`src/rtl/cpu_pkg.sv`:
```
// Shared definitions for the register-dump engine.
//   REG_IDX_W    : register index width (32 architectural registers)
//   DATA_W       : register data width
//   GAP_W        : width of the inter-entry gap counter (GAP_CYCLES 0..255)
//   dump_state_t : dump FSM state encoding
//   next_idx()   : register index successor, wrapping 31 -> 0
package cpu_pkg;

    localparam int REG_IDX_W = 5;
    localparam int DATA_W    = 32;
    localparam int GAP_W     = 8;

    typedef enum logic [2:0] {
        IDLE,
        ADDR,
        HOLD,
        GAP,
        DONE
    } dump_state_t;

    // The index width makes the increment wrap naturally from 31 to 0.
    function automatic logic [REG_IDX_W-1:0] next_idx(input logic [REG_IDX_W-1:0] idx);
        return idx + 1'b1;
    endfunction

endpackage

```
`src/rtl/dump_gap_counter.sv`:
```
// Idle-gap down-counter for the register-dump engine.
// Ports:
//   clock      : clock, state updates on posedge
//   resetN     : asynchronous active-low reset (count cleared)
//   load       : load load_value (has priority over dec)
//   load_value : value to load
//   dec        : decrement by one (saturates at zero)
//   zero       : count is zero
module dump_gap_counter
    import cpu_pkg::*;
(
    input  logic             clock,
    input  logic             resetN,
    input  logic             load,
    input  logic [GAP_W-1:0] load_value,
    input  logic             dec,
    output logic             zero
);

    logic [GAP_W-1:0] count_reg;

    always_ff @(posedge clock or negedge resetN) begin
        if (!resetN) begin
            count_reg <= '0;
        end else if (load) begin
            count_reg <= load_value;
        end else if (dec && (count_reg != '0)) begin
            count_reg <= count_reg - 1'b1;
        end
    end

    assign zero = (count_reg == '0);

endmodule

```
`src/rtl/reg_dump.sv`:
```
// Register-file dump engine: walks register indices firstReg..lastReg
// (wrapping past 31), reads each through a combinational read port and
// presents (index, value) entries on a valid/ready stream.
// Ports:
//   clock, resetN       : clock (posedge) and asynchronous active-low reset
//   start, abort        : begin a dump (IDLE only) / cancel a dump in progress
//   firstReg, lastReg   : index range, sampled with start
//   regAddr, regData    : register-file read port (regAddr is 0 while idle)
//   outValid, outReady  : entry handshake
//   outIndex, outData   : current entry
//   busy, done          : not idle / one-cycle completion pulse
//   checksum            : only with REG_DUMP_CHECKSUM_EN defined; modulo-2^32
//                         sum of accepted entries of the current dump
// Parameter GAP_CYCLES : idle cycles between consecutive entries (0..255).
module reg_dump
    import cpu_pkg::*;
#(
    parameter int GAP_CYCLES = 0
) (
    input  logic                 clock,
    input  logic                 resetN,
    input  logic                 start,
    input  logic                 abort,
    input  logic [REG_IDX_W-1:0] firstReg,
    input  logic [REG_IDX_W-1:0] lastReg,
    output logic [REG_IDX_W-1:0] regAddr,
    input  logic [DATA_W-1:0]    regData,
    output logic                 outValid,
    input  logic                 outReady,
    output logic [REG_IDX_W-1:0] outIndex,
    output logic [DATA_W-1:0]    outData,
    output logic                 busy,
    output logic                 done
`ifdef REG_DUMP_CHECKSUM_EN
    ,
    output logic [DATA_W-1:0]    checksum
`endif
);

    localparam bit             GAP_EN   = (GAP_CYCLES > 0);
    // The GAP state is left when the counter reads zero, so loading N-1
    // yields exactly N cycles in GAP.
    localparam logic [GAP_W-1:0] GAP_LOAD = GAP_EN ? GAP_W'(GAP_CYCLES - 1) : '0;

    dump_state_t          state_reg, state_next;
    logic [REG_IDX_W-1:0] index_reg, last_reg, out_index_reg;
    logic [DATA_W-1:0]    out_data_reg;
    logic                 start_take, capture, advance;
    logic                 gap_load, gap_dec, gap_zero;

    dump_gap_counter u_gap (
        .clock      (clock),
        .resetN     (resetN),
        .load       (gap_load),
        .load_value (GAP_LOAD),
        .dec        (gap_dec),
        .zero       (gap_zero)
    );

    always_comb begin
        state_next = state_reg;
        start_take = 1'b0;
        capture    = 1'b0;
        advance    = 1'b0;
        gap_load   = 1'b0;
        gap_dec    = 1'b0;
        case (state_reg)
            IDLE: begin
                if (start) begin
                    start_take = 1'b1;
                    state_next = ADDR;
                end
            end
            ADDR: begin
                capture    = 1'b1;
                state_next = HOLD;
            end
            HOLD: begin
                if (outReady) begin
                    if (index_reg == last_reg) begin
                        state_next = DONE;
                    end else begin
                        advance = 1'b1;
                        if (GAP_EN) begin
                            gap_load   = 1'b1;
                            state_next = GAP;
                        end else begin
                            state_next = ADDR;
                        end
                    end
                end
            end
            GAP: begin
                if (gap_zero) begin
                    state_next = ADDR;
                end else begin
                    gap_dec = 1'b1;
                end
            end
            DONE:    state_next = IDLE;
            default: state_next = IDLE;
        endcase
        // Abort wins over everything, including a same-cycle handshake.
        if (abort && (state_reg != IDLE)) begin
            state_next = IDLE;
            capture    = 1'b0;
            advance    = 1'b0;
            gap_load   = 1'b0;
            gap_dec    = 1'b0;
        end
    end

    always_ff @(posedge clock or negedge resetN) begin
        if (!resetN) begin
            state_reg     <= IDLE;
            index_reg     <= '0;
            last_reg      <= '0;
            out_index_reg <= '0;
            out_data_reg  <= '0;
        end else begin
            state_reg <= state_next;
            if (start_take) begin
                index_reg <= firstReg;
                last_reg  <= lastReg;
            end else if (advance) begin
                index_reg <= next_idx(index_reg);
            end
            if (capture) begin
                out_index_reg <= index_reg;
                // Register 0 is hard-wired to zero regardless of the port data.
                out_data_reg  <= (index_reg == '0) ? '0 : regData;
            end
        end
    end

    assign regAddr  = (state_reg == IDLE) ? '0 : index_reg;
    assign outValid = (state_reg == HOLD);
    assign outIndex = out_index_reg;
    assign outData  = out_data_reg;
    assign busy     = (state_reg != IDLE);
    assign done     = (state_reg == DONE) && !abort;

`ifdef REG_DUMP_CHECKSUM_EN
    logic [DATA_W-1:0] checksum_reg;

    always_ff @(posedge clock or negedge resetN) begin
        if (!resetN) begin
            checksum_reg <= '0;
        end else if (start_take) begin
            checksum_reg <= '0;
        end else if ((state_reg == HOLD) && outReady && !abort) begin
            checksum_reg <= checksum_reg + out_data_reg;
        end
    end

    assign checksum = checksum_reg;
`endif

endmodule

```
`config.mk`:
```
export PLATFORM = sky130hd
export DESIGN_NAME = reg_dump
export DESIGN_NICKNAME = d
export VERILOG_FILES = /design/src/rtl/cpu_pkg.sv /design/src/rtl/dump_gap_counter.sv /design/src/rtl/reg_dump.sv
export SDC_FILE = /design/constraint.sdc
export NUM_CORES = 1
export LEC_CHECK = 0
export CORE_UTILIZATION = 40
export DETAILED_ROUTE_END_ITERATION = 8
export GPL_TIMING_DRIVEN = 1
export PLACE_DENSITY = 0.72
export RECOVER_POWER = 25
export SKIP_CTS_REPAIR_TIMING = 1
export SLEW_MARGIN = 20
export SYNTH_ARGS = -nofsm -noshare
export SYNTH_HDL_FRONTEND = slang
export SYNTH_HIERARCHICAL = 1
export SYNTH_SLANG_ARGS = --single-unit
```
`constraint.sdc`:
```
create_clock -name clock -period 2.89 [get_ports clock]
set_input_delay 0.4335 -clock clock [delete_from_list [all_inputs] [get_ports clock]]
set_output_delay 0.4335 -clock clock [all_outputs]
set_load 0.03 [all_outputs]
```
==> results of run 1 <==
## layout make-up
cell class              count  area [µm²]  share of cell area [%]
clock buffers              11         141                    3.69
multi-input cells         164        1120                    29.1
well taps                  75        93.8                    2.45
flip-flops and latches     58        1450                    37.8
clock inverters             5        53.8                    1.40
repair buffers             98         957                    25.0
inverters                   6        22.5                   0.587
## cell usage after synthesis, drive strengths merged, types with 3 or more instances
| cell type | n | area share (%) |
|---|---|---|
| a21oi | 8 | 1.5 |
| a22o | 32 | 11 |
| a31oi | 4 | 0.96 |
| buf | 4 | 0.87 |
| clkbuf | 8 | 1.2 |
| dfrtp | 58 | 56 |
| ha | 4 | 1.9 |
| inv | 5 | 0.72 |
| mux2 | 8 | 3.5 |
| nand2 | 8 | 1.2 |
| nand3 | 7 | 1.3 |
| nand4 | 3 | 0.72 |
| nor2 | 17 | 2.5 |
| nor2b | 5 | 1.2 |
| nor3 | 9 | 1.7 |
| nor3b | 4 | 1.2 |
| o21ai | 5 | 0.96 |
| or4 | 4 | 1.2 |
| xor2 | 5 | 1.7 |
## routing by layer
layer | vias to the layer above | wire length, µm | part of all wire (%)
met5 | - | 0 | 0
met4 | 0 | 36 | 0.58
met3 | 4 | 660 | 11
met2 | 88 | 2560 | 41
met1 | 1034 | 2970 | 48
li1 | 1062 | - | -
## critical path, delay by kind of cell, from the launching register on
family	cells	cell delay, ns
simple gates	5	1.49
buf+inv	1	0.09
fa+ha+maj	1	0.23
flops	1	0.38
compound gates	1	0.20
## final timing paths
| path | start | end | slack (ns) |
|---|---|---|---|
| setup reg to reg | u_gap/count_reg[0]$_DFFE_PN0P_ | u_gap/count_reg[3]$_DFFE_PN0P_ | 0.40 |
| hold / removal | outIndex[0]$_DFFE_PN0P_ | outIndex[0]$_DFFE_PN0P_ | 0.48 |
| hold reg to reg | outIndex[0]$_DFFE_PN0P_ | outIndex[0]$_DFFE_PN0P_ | 0.48 |
| setup / recovery | u_gap/count_reg[0]$_DFFE_PN0P_ | u_gap/count_reg[3]$_DFFE_PN0P_ | 0.40 |
| min in group asynchronous | resetN | outData[19]$_DFFE_PN0P_ | 0.79 |
| max in group asynchronous | resetN | index_reg[3]$_DFFE_PN0P_ | 0.78 |
## power by group
part           switching [mW]  total (mW)  internal, mW
Combinational           0.865        1.62         0.756
Clock                   0.317       0.736         0.419
Sequential              0.199        1.30          1.10
## logic make-up after synthesis
logic type	Yosys count	share of synthesized area, %
xor+xnor	6	2.03
fa+ha+maj	4	1.93
flops	58	55.9
other cells	1	0.145
compound gates	63	19.0
simple gates	70	14.6
mux	8	3.47
buf+inv	18	2.89
## through the flow
step           hold slack (ns)  power, mW  area [µm²]  setup slack (ns)
2_1_floorplan            0.138       2.23        2640             0.467
3_3_place_gp             0.465       2.91        3640             0.377
6_report                 0.484       3.65        3840             0.398
3_5_place_dp             0.477       2.94        3640             0.276
5_1_grt                  0.508       3.86        3840             0.224
4_1_cts                  0.278       3.69        3840             0.420
==> results.cfg, run 1 <==
[yosys]
yosysWarnings = 6
synth_cells = 228
synthFlopType = dfrtp_1
synth_seq_cells = 58
netlist_area_mm2 = 0.00259
ys_seq_area_share_pct = 55.9
synth-edff-count = 0
yosysUniqueCellTypes = 44
syn_avg_cell_area_um2 = 11.4
async_reset_ff_share_pct = 100

[timing]
timing.final.crit_share_pct = 86.2
maxSlewViolCount = 46
grt_setup_unrepaired = no
final_hold_viol_count = 0
tns_ns = 0
finalSetupViolations = 0
tightestPinTransition_ns = 2.31
max_freq_mhz = 401
fin_crit_ns = 2.49
fin_skew_ns = 0.00597
max_slew_margin_pct = -54.0

[placed_design]
dp_hpwl_um = 4360
io_buffers = 91
gp_congestion = 0.805
dp.cells = 401

[global_routing]
grt_use_total_pct = 18.8
globalRouteMet3Util_pct = 8.57
met2_usage_pct = 26.7
grt_pass1_vias = 1903
overflow = 0
use_met1_pct = 25.6
grt_max_degree = 46
antenna_found_initial = 0
grt_pass1_wl_um = 9380
grt_most_used_layer = met2

[hold_path]
min_path_type = register to register
whs_path_depth = 2

[detailed_routing]
drt-total-wl_um = 6220
firstDrtPassIters = 4
num_vias = 2188
avgViaCountPerCell = 5.25
ant_nets = 0
drtIter0Drc = 85
post_drt_wl_per_cell_um = 14.9
drc = 0

[die]
start_util_pct = 42.6
rows = 28
core-area_mm2 = 0.00610
die_area_mm2 = 0.00681
die_y_um = 82.5
die-width_um = 82.5
io_pins = 92

[cells_and_area]
layout_common_cells = clkdlybuf4s50_1 (90), dfrtp_1 (58), a22o_1 (32)
fin_util_pct = 62.9
fin_cells = 417
largest_reg_flops = 32
area_growth_pct = 47.8
finalNetCount = 388
final_common_cell = clkdlybuf4s50_1
drive_gt1_share_pct = 9.94
antennaDiodeCount = 0
fillers = 503

[critical_path]
end_kind = register
slowest_delay_ns = 0.48
crit_slowest_cell = or3b_1
path_cells = inv_1, ha_1, or3b_2, nor2_1, nor3b_1, or3b_1, or4_1, o221ai_1
worst-setup-path-type = register to register
cp.required_ns = 3.13
cp-start-kind = register
cp_max_fo = 6
reg2regPathDepth = 8
cp_data_arrival_time_ns = 2.73

[clocking]
htree_levels = 3
clkLatencyLatePin_ns = 0.33
root_buffer = clkbuf_8
cts_buffers = 9
clkTransAtPathRegs_ns = 0.06
cts_tree = yes
clock-sinks = 58
clockBufferDepth = 2

[power]
powerDensity_mw_per_mm2 = 952
irDropWorstVdd_mv = 0.610
leakagePower_nw = 1.63

[run_status]
status = finished, violations left
violations = capacitance limit, slew limit

[job]
maxCapViolCount = 1
(Power assumes the default switching activity.)
==> run 2, diff against run 1 <==
--- a/config.mk
+++ b/config.mk
@@ -5,13 +5,13 @@
 export SDC_FILE = /design/constraint.sdc
 export NUM_CORES = 1
 export LEC_CHECK = 0
-export CORE_UTILIZATION = 40
+export CORE_UTILIZATION = 45
 export DETAILED_ROUTE_END_ITERATION = 8
 export GPL_TIMING_DRIVEN = 1
-export PLACE_DENSITY = 0.72
+export PLACE_DENSITY = 0.79
 export RECOVER_POWER = 25
 export SKIP_CTS_REPAIR_TIMING = 1
-export SLEW_MARGIN = 20
+export SLEW_MARGIN = 15
 export SYNTH_ARGS = -nofsm -noshare
 export SYNTH_HDL_FRONTEND = slang
 export SYNTH_HIERARCHICAL = 1
==> run 2 against run 1 <==
The flow now finishes without violations. Register-to-register slack improved by 0.03 ns. Utilization increased by 6.4 points. Combinational power about the same. Sequential power is essentially flat. Critical endpoint is now u_gap/count_reg[7]$_DFFE_PN0P_. Setup slack improved by 0.029 ns. Non-clock buffer count fell by 2. Total power is 2.7% higher. Final cell count down 1.2%. Cell area is essentially flat. Fmax is 1.2% higher. Via count increased by 1.2%. First-iteration DRC count rose by 21%.
==> results.cfg, run 2 (synthesized netlist as in run 1, its figures left out) <==
[timing]
final_hold_viol_count = 0
fin_skew_ns = 0.00759
tns_ns = 0
fin_hold_ws_ns = 0.440
maxSlewViolCount = 0
grt_setup_unrepaired = no
timing.final.crit_share_pct = 85.2
tightestPinTransition_ns = 1.47
fin_crit_ns = 2.46
max_slew_margin_pct = 1.92
finalSetupViolations = 0
max_freq_mhz = 406

[critical_path]
path_buf_inv = 1
path_cells = inv_1, ha_1, or3b_2, nor2_1, nor3b_1, or3b_1, o311a_1, a221o_1
slowest_delay_ns = 0.47
end_kind = register
crit_slowest_cell = or3b_1
cp-start-kind = register
crit_family = simple AND/OR/NAND/NOR gates
cp_data_arrival_time_ns = 2.68
worst-setup-path-type = register to register
cp_max_fo = 6
cp.required_ns = 3.11

[detailed_routing]
drtIter0Drc = 103
ant_nets = 0
post_drt_wl_per_cell_um = 15.2
firstDrtPassIters = 4
drc = 0
num_vias = 2215
avgViaCountPerCell = 5.38
drt-total-wl_um = 6260

[clocking]
cts_tree = yes
clkLatencyLatePin_ns = 0.34
cts_buffers = 9
root_buffer = clkbuf_8
clkTransAtPathRegs_ns = 0.07
htree_levels = 3
clockBufferDepth = 2
clock-sinks = 58

[placed_design]
io_buffers = 91
gp_congestion = 0.847
dp_hpwl_um = 4420

[cells_and_area]
drive_gt1_share_pct = 9.41
largest_reg_flops = 32
final_common_cell = clkdlybuf4s50_1
area_growth_pct = 47.9
finalNetCount = 386
fillers = 423
antennaDiodeCount = 0
layout_common_cells = clkdlybuf4s50_1 (90), dfrtp_1 (58), a22o_1 (32)

[power]
irDropWorstVdd_mv = 0.532
powerDensity_mw_per_mm2 = 977
leakagePower_nw = 1.62

[global_routing]
grt_use_total_pct = 22.5
grt_pass1_wl_um = 10500
antenna_found_initial = 0
overflow = 0
grt_max_degree = 40
grt_pass1_vias = 2155

[die]
die_area_mm2 = 0.00607
die_y_um = 77.9
rows = 27
core-area_mm2 = 0.00554
io_pins = 92
start_util_pct = 46.8
die-width_um = 77.9

[hold_path]
min_path_type = input port to async pin

[run_status]
status = finished, final reports clean

[job]
maxCapViolCount = 0
## run 2: per-stage QoR
step | setup WS (ns) | total power [mW] | util (%) | std cells | cell area [µm²]
2_1_floorplan | 0.467 | 2.23 | - | 240 | 2640
3_3_place_gp | 0.380 | 2.91 | 65.6 | 396 | 3640
3_5_place_dp | 0.323 | 2.95 | 65.6 | 396 | 3640
4_1_cts | 0.476 | 3.77 | 69.6 | 412 | 3850
5_1_grt | 0.307 | 3.94 | 69.3 | 412 | 3840
6_report | 0.427 | 3.75 | 69.3 | 412 | 3840
## run 2: report_power, final
group          total, mW  switching [mW]  internal (mW)
registers           1.30           0.208           1.10
logic               1.63           0.874          0.753
clock network      0.819           0.314          0.506
## run 2: layer usage
layer / vias up / track usage (%) / part of all wire, %
li1: 1056 / - / -
met1: 1063 / 31.6 / 47
met2: 84 / 33.7 / 45
met3: 12 / 4.94 / 6.6
met4: 0 / 9.26 / 1.7
met5: - / 0 / 0
## run 2: final cells by class
| type | count | area (µm²) | share of cell area (%) |
|---|---|---|---|
| clock inverters | 5 | 77.6 | 2.02 |
| flip-flops and latches | 58 | 1450 | 37.8 |
| inverters | 6 | 22.5 | 0.587 |
| well taps | 72 | 90.1 | 2.35 |
| clock buffers | 11 | 141 | 3.68 |
| repair buffers | 96 | 940 | 24.5 |
| multi-input cells | 164 | 1120 | 29.1 |
## run 2: final timing paths
check	from	to	slack, ns	depth (start not counted)
worst max-delay path	u_gap/count_reg[0]$_DFFE_PN0P_	u_gap/count_reg[7]$_DFFE_PN0P_	0.43	8
worst min-delay path	resetN	outData[11]$_DFFE_PN0P_	0.44	1
worst max register to register	u_gap/count_reg[0]$_DFFE_PN0P_	u_gap/count_reg[7]$_DFFE_PN0P_	0.43	8
worst min register to register	outIndex[0]$_DFFE_PN0P_	outIndex[0]$_DFFE_PN0P_	0.49	2
max in group asynchronous	resetN	state_reg[1]$_DFFE_PN0P_	1.02	2
min in group clock	outIndex[0]$_DFFE_PN0P_	outIndex[0]$_DFFE_PN0P_	0.49	2
==> run 3, diff against run 2 <==
--- a/config.mk
+++ b/config.mk
@@ -5,6 +5,7 @@
 export SDC_FILE = /design/constraint.sdc
 export NUM_CORES = 1
 export LEC_CHECK = 0
+export CORE_MARGIN = 1
 export CORE_UTILIZATION = 45
 export DETAILED_ROUTE_END_ITERATION = 8
 export GPL_TIMING_DRIVEN = 1
==> results of run 3 <==
The final DEF is identical to that of run 2; final timing and power are the same.
